### src/rtl/apb_pkg.sv
// Shared APB definitions: FSM state encoding and slave address-window geometry.
// Also used by the fabric address decoder so both agree on SLAVE_ADDR_BITS.
package apb_pkg;
    typedef enum logic {
        APB_IDLE,
        APB_ACCESS
    } apb_state_e;

    localparam int SLAVE_ADDR_BITS = 16;
    localparam int BYTE_W          = 8;
    localparam int IDX_W           = SLAVE_ADDR_BITS - 2;
endpackage

### src/rtl/apb_slave_regs_if.sv
// APB4 bus bundle for one slave port; master drives the request, slave the response.
// psel here is the single psel_slaves bit routed to this slave.
interface apb_slave_regs_if #(
    parameter int ADDR_WIDTH = 32,
    parameter int DATA_WIDTH = 32
);
    logic                    psel;
    logic                    penable;
    logic                    pwrite;
    logic [ADDR_WIDTH-1:0]   paddr;
    logic [DATA_WIDTH-1:0]   pwdata;
    logic [DATA_WIDTH/8-1:0] pstrb;
    logic [DATA_WIDTH-1:0]   prdata;
    logic                    pready;
    logic                    pslverr;

    modport master (
        output psel, penable, pwrite, paddr, pwdata, pstrb,
        input  prdata, pready, pslverr
    );

    modport slave (
        input  psel, penable, pwrite, paddr, pwdata, pstrb,
        output prdata, pready, pslverr
    );
endinterface

### src/rtl/apb_slave_regs_fsm.sv
// APB transfer sequencer: latches request at setup, counts wait states, flags completion.
// Completion 1+WAIT_STATES cycles after setup; pready held low while waits remain.
module apb_slave_fsm
    import apb_pkg::*;
#(
    parameter int NUM_REGS    = 8,
    parameter int WAIT_STATES = 0
) (
    input  logic                       pclk,
    input  logic                       preset,
    input  logic                       psel,
    input  logic                       penable,
    input  logic                       pwrite,
    input  logic [SLAVE_ADDR_BITS-1:0] addr,
    output logic                       pready,
    output logic                       commit,
    output logic                       abort,
    output logic                       pwrite_q,
    output logic [IDX_W-1:0]           idx_q,
    output logic                       err_q
);
    localparam logic [IDX_W:0]   NUM_REGS_W = (IDX_W + 1)'(NUM_REGS);
    localparam logic [IDX_W-1:0] LAST_IDX   = IDX_W'(NUM_REGS - 1);
    localparam logic [3:0]       WAIT_INIT  = 4'(WAIT_STATES);

    apb_state_e       state_q, state_d;
    logic [3:0]       wcnt_q, wcnt_d;
    logic             pwrite_d, err_d;
    logic [IDX_W-1:0] idx_d;
    logic [IDX_W-1:0] idx_in;
    logic             err_in;

    assign idx_in = addr[SLAVE_ADDR_BITS-1:2];
    // Writes to the last slot hit the read-only counter and are rejected.
    assign err_in = (addr[1:0] != 2'b00) || ({1'b0, idx_in} >= NUM_REGS_W)
                  || (pwrite && (idx_in == LAST_IDX));

    always_comb begin
        state_d  = state_q;
        wcnt_d   = wcnt_q;
        pwrite_d = pwrite_q;
        idx_d    = idx_q;
        err_d    = err_q;
        commit   = 1'b0;
        abort    = 1'b0;
        pready   = (state_q == APB_ACCESS) && (wcnt_q == 4'd0);
        case (state_q)
            APB_IDLE: begin
                if (psel && !penable) begin
                    pwrite_d = pwrite;
                    idx_d    = idx_in;
                    err_d    = err_in;
                    wcnt_d   = WAIT_INIT;
                    state_d  = APB_ACCESS;
                end
            end
            APB_ACCESS: begin
                if (!psel) begin
                    abort   = 1'b1;
                    state_d = APB_IDLE;
                end else if (penable) begin
                    if (wcnt_q != 4'd0) begin
                        wcnt_d = wcnt_q - 4'd1;
                    end else begin
                        commit  = pwrite_q && !err_q;
                        state_d = APB_IDLE;
                    end
                end
            end
            default: state_d = APB_IDLE;
        endcase
    end

    always_ff @(posedge pclk) begin
        if (preset) begin
            state_q  <= APB_IDLE;
            wcnt_q   <= 4'd0;
            pwrite_q <= 1'b0;
            idx_q    <= '0;
            err_q    <= 1'b0;
        end else begin
            state_q  <= state_d;
            wcnt_q   <= wcnt_d;
            pwrite_q <= pwrite_d;
            idx_q    <= idx_d;
            err_q    <= err_d;
        end
    end
endmodule

### src/rtl/apb_slave_regs.sv
// APB4 register slave: NUM_REGS-1 byte-strobed RW registers plus a RO committed-write counter.
// Transfer completes 1+WAIT_STATES cycles after setup; errors reported via pslverr.
module apb_slave_regs
    import apb_pkg::*;
#(
    parameter int ADDR_WIDTH  = 32,
    parameter int DATA_WIDTH  = 32,
    parameter int NUM_REGS    = 8,
    parameter int WAIT_STATES = 0
) (
    input  logic                  pclk,
    input  logic                  preset,
    apb_slave_regs_if.slave       bus,
    output logic [DATA_WIDTH-1:0] ctrl_out
);
    localparam int NB = DATA_WIDTH / BYTE_W;
    localparam logic [IDX_W-1:0] LAST_IDX = IDX_W'(NUM_REGS - 1);

    logic [DATA_WIDTH-1:0] regs_q [NUM_REGS-1];
    logic [DATA_WIDTH-1:0] regs_d [NUM_REGS-1];
    logic [DATA_WIDTH-1:0] cnt_q, cnt_d;
    logic [DATA_WIDTH-1:0] rd_dat;
    logic                  pready, commit, abort, pwrite_q, err_q, wr_en;
    logic [IDX_W-1:0]      idx_q;
    logic                  unused_addr_hi;

    // Upper address bits belong to the fabric decoder.
    assign unused_addr_hi = ^bus.paddr[ADDR_WIDTH-1:SLAVE_ADDR_BITS];

    apb_slave_fsm #(
        .NUM_REGS    (NUM_REGS),
        .WAIT_STATES (WAIT_STATES)
    ) u_fsm (
        .pclk     (pclk),
        .preset   (preset),
        .psel     (bus.psel),
        .penable  (bus.penable),
        .pwrite   (bus.pwrite),
        .addr     (bus.paddr[SLAVE_ADDR_BITS-1:0]),
        .pready   (pready),
        .commit   (commit),
        .abort    (abort),
        .pwrite_q (pwrite_q),
        .idx_q    (idx_q),
        .err_q    (err_q)
    );

    assign wr_en = commit && !abort;

    always_comb begin
        cnt_d  = cnt_q;
        rd_dat = '0;
        if (idx_q == LAST_IDX) rd_dat = cnt_q;
        for (int i = 0; i < NUM_REGS - 1; i++) begin
            regs_d[i] = regs_q[i];
            if (idx_q == IDX_W'(i)) begin
                rd_dat = regs_q[i];
                if (wr_en) begin
                    for (int b = 0; b < NB; b++) begin
                        if (bus.pstrb[b]) regs_d[i][b*BYTE_W +: BYTE_W] = bus.pwdata[b*BYTE_W +: BYTE_W];
                    end
                end
            end
        end
        // A zero-strobe write is still a committed write and is counted.
        if (wr_en) cnt_d = cnt_q + 1'b1;
    end

    always_ff @(posedge pclk) begin
        if (preset) begin
            for (int i = 0; i < NUM_REGS - 1; i++) regs_q[i] <= '0;
            cnt_q <= '0;
        end else begin
            for (int i = 0; i < NUM_REGS - 1; i++) regs_q[i] <= regs_d[i];
            cnt_q <= cnt_d;
        end
    end

    assign bus.pready  = pready;
    assign bus.pslverr = pready && err_q;
    assign bus.prdata  = (pready && !pwrite_q && !err_q) ? rd_dat : '0;
    assign ctrl_out    = regs_q[0];
endmodule

### src/flat_wrapper.sv
// flat-port wrapper written by rule: the top's interface ports become plain ports
module apb_slave_regs_flat import apb_pkg::*;
#(
    parameter int ADDR_WIDTH  = 32,
    parameter int DATA_WIDTH  = 32,
    parameter int NUM_REGS    = 8,
    parameter int WAIT_STATES = 0
)
  (pclk, preset, ctrl_out, bus_psel, bus_penable, bus_pwrite, bus_paddr, bus_pwdata, bus_pstrb, bus_prdata, bus_pready, bus_pslverr);
  apb_slave_regs_if #(.ADDR_WIDTH(ADDR_WIDTH), .DATA_WIDTH(DATA_WIDTH)) bus_i ();
  input  logic pclk;
  input  logic preset;
  output logic [DATA_WIDTH-1:0] ctrl_out;
  input wire logic [$bits(bus_i.psel)-1:0] bus_psel;
  input wire logic [$bits(bus_i.penable)-1:0] bus_penable;
  input wire logic [$bits(bus_i.pwrite)-1:0] bus_pwrite;
  input wire logic [$bits(bus_i.paddr)-1:0] bus_paddr;
  input wire logic [$bits(bus_i.pwdata)-1:0] bus_pwdata;
  input wire logic [$bits(bus_i.pstrb)-1:0] bus_pstrb;
  output wire logic [$bits(bus_i.prdata)-1:0] bus_prdata;
  output wire logic [$bits(bus_i.pready)-1:0] bus_pready;
  output wire logic [$bits(bus_i.pslverr)-1:0] bus_pslverr;
  assign bus_i.psel = bus_psel;
  assign bus_i.penable = bus_penable;
  assign bus_i.pwrite = bus_pwrite;
  assign bus_i.paddr = bus_paddr;
  assign bus_i.pwdata = bus_pwdata;
  assign bus_i.pstrb = bus_pstrb;
  assign bus_prdata = bus_i.prdata;
  assign bus_pready = bus_i.pready;
  assign bus_pslverr = bus_i.pslverr;
  apb_slave_regs #(.ADDR_WIDTH(ADDR_WIDTH), .DATA_WIDTH(DATA_WIDTH), .NUM_REGS(NUM_REGS), .WAIT_STATES(WAIT_STATES)) u_core (.pclk(pclk), .preset(preset), .bus(bus_i), .ctrl_out(ctrl_out));
endmodule
### config.mk
export PLATFORM = sky130hd
export DESIGN_NAME = apb_slave_regs_flat
export DESIGN_NICKNAME = d
export VERILOG_FILES = /design/src/rtl/apb_pkg.sv /design/src/rtl/apb_slave_regs_if.sv /design/src/rtl/apb_slave_regs_fsm.sv /design/src/rtl/apb_slave_regs.sv /design/src/flat_wrapper.sv
export SDC_FILE = /design/constraint.sdc
export NUM_CORES = 1
export LEC_CHECK = 0
export CAP_MARGIN = 10
export CORE_MARGIN = 8
export CORE_UTILIZATION = 45
export CTS_CLUSTER_DIAMETER = 100
export DETAILED_ROUTE_END_ITERATION = 8
export PLACE_DENSITY_LB_ADDON = 0.3
export SYNTH_ARGS = -nofsm -noshare
export SYNTH_HDL_FRONTEND = slang
export SYNTH_SLANG_ARGS = --single-unit
### constraint.sdc
create_clock -name pclk -period 2.6 [get_ports pclk]
set_input_delay 0.52 -clock pclk [delete_from_list [all_inputs] [get_ports pclk]]
set_output_delay 0.52 -clock pclk [all_outputs]
set_load 0.005 [all_outputs]
==> flow_summary.ini <==
[outcome]
status = finished with violations
violations = setup timing

[clocking]
htree_levels = 1
clkTransAtPathRegs_ns = 0.07
cts_buffers = 30
tritoncts = yes
ctsRootBufferMaster = clkbuf_16
postCtsHoldBufs = 0
clock_sinks = 277
clock_latency_ns = 0.57
clockBufferDepth = 3

[route]
met1Wirelength_um = 21300
top_layer = met5
dr_wl_met2_um = 23420
wirelength_um = 52110
drc = 0
vias = 14760
drt_pass1_iterations = 6
drt_iter0_markers = 2056
wl_per_cell_um = 23.34
antenna_left = 0
avgViaCountPerCell = 6.611
wl_met3_um = 5457

[floorplanning]
coreArea_mm2 = 0.02948
row_count = 63
fp.dieArea_mm2 = 0.03549
die-width_um = 188.4
die_y_um = 188.4
ios = 139
start_util = 0.4536

[worst_setup_path]
cp.arrival_ns = 2.46
cp.required_ns = 2.08
start_kind = register
crit_path_end_kind = output pin
path_class = register to output pin
reg2reg_from = u_core.u_fsm.wcnt_q[1]
cp_top_family = buffers and inverters
cp-startpoint = u_core.u_fsm.wcnt_q[1]
slowest_delay_ns = 0.32
crit_slowest_cell = dfxtp_1
cp_common_cell = buf_6
crit_buf_inv = 6
path_max_fanout = 4
path_cells = inv_2, ha_4, nor4b_4, nand3b_1, buf_6, nor2_4, buf_6, buf_6, buf_6, o2111a_1, buf_2

[min_path]
hold_path.startpoint = u_core.regs_q[6][0]
hold_class = register to register

[synthesis]
synth-seq-cells = 277
synthCells = 1702
synthFlopType = dfxtp_1
syn_avg_cell_area_um2 = 7.857
ys_warn_count = 0
ys_seq_area_frac = 0.4147
synth_edf_count = 0
synth_fp_nets = 1777
post_synth_num_cell_types = 52
async_flop_share = 0
synth_area_mm2 = 0.01337

[power_and_ir_drop]
power_uw = 9717
vdd_drop_max_v = 0.0004417
cellPowerDensity_mw_per_mm2 = 563.5
p_leak_uw = 0.005653

[timing]
worst_pin_slew_ns = 0.6974
max_freq_mhz = 335.4
relSlewSlack = 0.5351
fin_crit_ns = 2.981
setup_ws_ns = -0.3814
fin_hold_ws_ns = 0.4730
setup_viol = 32
finalHoldViolCount = 0
finClkSkew_ns = 0.009547
post-route-period-util = 1.147
rsz0062_at_grt = yes
slew_viol_final = 0

[global_routing]
grt_pass1_vias = 13700
grt_pass1_wl_um = 80450
grt_start_max_net_pins = 93
antenna_found_initial = 3
grt_usage = 0.2776
grt_overflow = 0

[place]
gp_congestion = 0.9508
place_area_mm2 = 0.01557
dp.cells = 2154
place.port_buffers = 122
dp_hpwl_um = 34290

[final_layout]
area_growth_pct = 28.94
layout_commonest_cell = a21oi_1
final_cell_mix = 288 x a21oi_1, 272 x dfxtp_1, 227 x o21ai_0
n_fill_cell = 2577
drive_gt1_frac = 0.1728
instances_no_fill = 2232
fin_area_mm2 = 0.01724
nets = 1894
final_util = 0.5849

[job]
maxCapViolations = 0
routing by layer:
| metal | GRT usage | up-vias |
|---|---|---|
| met3 | 0.05065 | 141 |
| met4 | 0.1097 | 2 |
| met2 | 0.4284 | 879 |
| met1 | 0.3790 | 7101 |
| li1 | - | 6632 |
| met5 | 0 | - |
cells in the mapped netlist, types with 6 or more instances:
cell type | instances | area share
a2111oi_0 | 6 | 0.0039
a2111oi_1 | 10 | 0.0075
a21oi_1 | 288 | 0.11
a22o_1 | 8 | 0.0052
a22oi_1 | 10 | 0.0056
and3_1 | 7 | 0.0033
and4_1 | 25 | 0.016
buf_1 | 11 | 0.0031
buf_2 | 27 | 0.010
clkbuf_1 | 149 | 0.042
dfxtp_1 | 277 | 0.41
inv_1 | 7 | 0.0020
mux2_1 | 6 | 0.0051
mux2_2 | 24 | 0.020
mux2i_1 | 10 | 0.0075
nand2_1 | 47 | 0.013
nand2b_1 | 7 | 0.0033
nand3_1 | 193 | 0.072
nand4_1 | 86 | 0.040
nor2_1 | 50 | 0.014
nor2b_1 | 25 | 0.012
nor3_1 | 21 | 0.0079
nor4_1 | 10 | 0.0047
o2111a_1 | 12 | 0.010
o21ai_0 | 227 | 0.085
o21ai_1 | 25 | 0.0094
o22ai_1 | 54 | 0.025
o2bb2ai_1 | 8 | 0.0052
o31ai_1 | 13 | 0.0073
or3_1 | 11 | 0.0051
or4_1 | 14 | 0.0079
through the flow:
step / setup WS, ns / TNS [ns]
6_report: -0.3814 / -9.784
4_1_cts: -0.3536 / -9.111
2_1_floorplan: 0.1467 / 0
5_1_grt: -0.4631 / -12.78
3_3_place_gp: -0.3944 / -8.254
3_5_place_dp: -0.5079 / -9.862
kinds of logic (layout without fill, tap and decap cells):
family,after synthesis,in the layout,synth area share
AO/OA/AOI/OAI,671,671,0.2790
XOR/XNOR,5,5,0.003275
adder cells (fa/ha/maj),2,2,0.001871
buffers and inverters,194,332,0.05698
flip-flops,277,277,0.4147
multiplexers,40,40,0.03275
other,0,2,0
AND/OR/NAND/NOR,513,513,0.2115
area by class of cell:
type                            instances  area, µm²  share of cell area
Multi-Input combinational cell       1231       7542              0.4374
Sequential cell                       277       5557              0.3223
Timing Repair Buffer                  272       2610              0.1514
Clock buffer                           41      883.3             0.05123
Tap cell                              390      488.0             0.02830
Clock inverter                         12      131.4            0.007619
Inverter                                7      26.28            0.001524
Antenna cell                            2      5.005           0.0002903
where the power goes:
group | switching (µW) | internal (µW) | total, µW | leakage, µW
clock | 1860 | 2570 | 4430 | 0.000489
combinational | 653 | 364 | 1020 | 0.00293
sequential | 15.9 | 4250 | 4270 | 0.00223
worst min-delay path, delay by kind of cell, from the launching register on:
family	cells	cell delay (ns)
AOI/OAI and AO/OA	2	0.12
DFF	1	0.31
flip-flops by register name (all words and copies together) (netlist names):
register	cells
u_core.u_fsm.idx_q	14
u_core.regs_q	224
u_core.cnt_q	32
u_core.u_fsm.err_q	1
u_core.u_fsm.wcnt_q	4
u_core.u_fsm.state_q	1
u_core.u_fsm.pwrite_q	1
timing repair:
action	CTS	global route
gates cloned	3	0
pin swaps	18	9
endpoints found under the setup margin	34	33
buffers inserted	21	2
gates resized for setup	219	19
endpoints found under the hold margin	0	0
final timing paths:
kind | end | slack, ns | cells past startpoint
worst max-delay path | bus_prdata[20] | -0.38 | 11
worst min-delay path | u_core.regs_q[6][0] | 0.47 | 2
worst max register to register | u_core.cnt_q[31] | 0.10 | 9
worst min register to register | u_core.regs_q[6][0] | 0.47 | 2
Power figures use the tool's default switching activity.
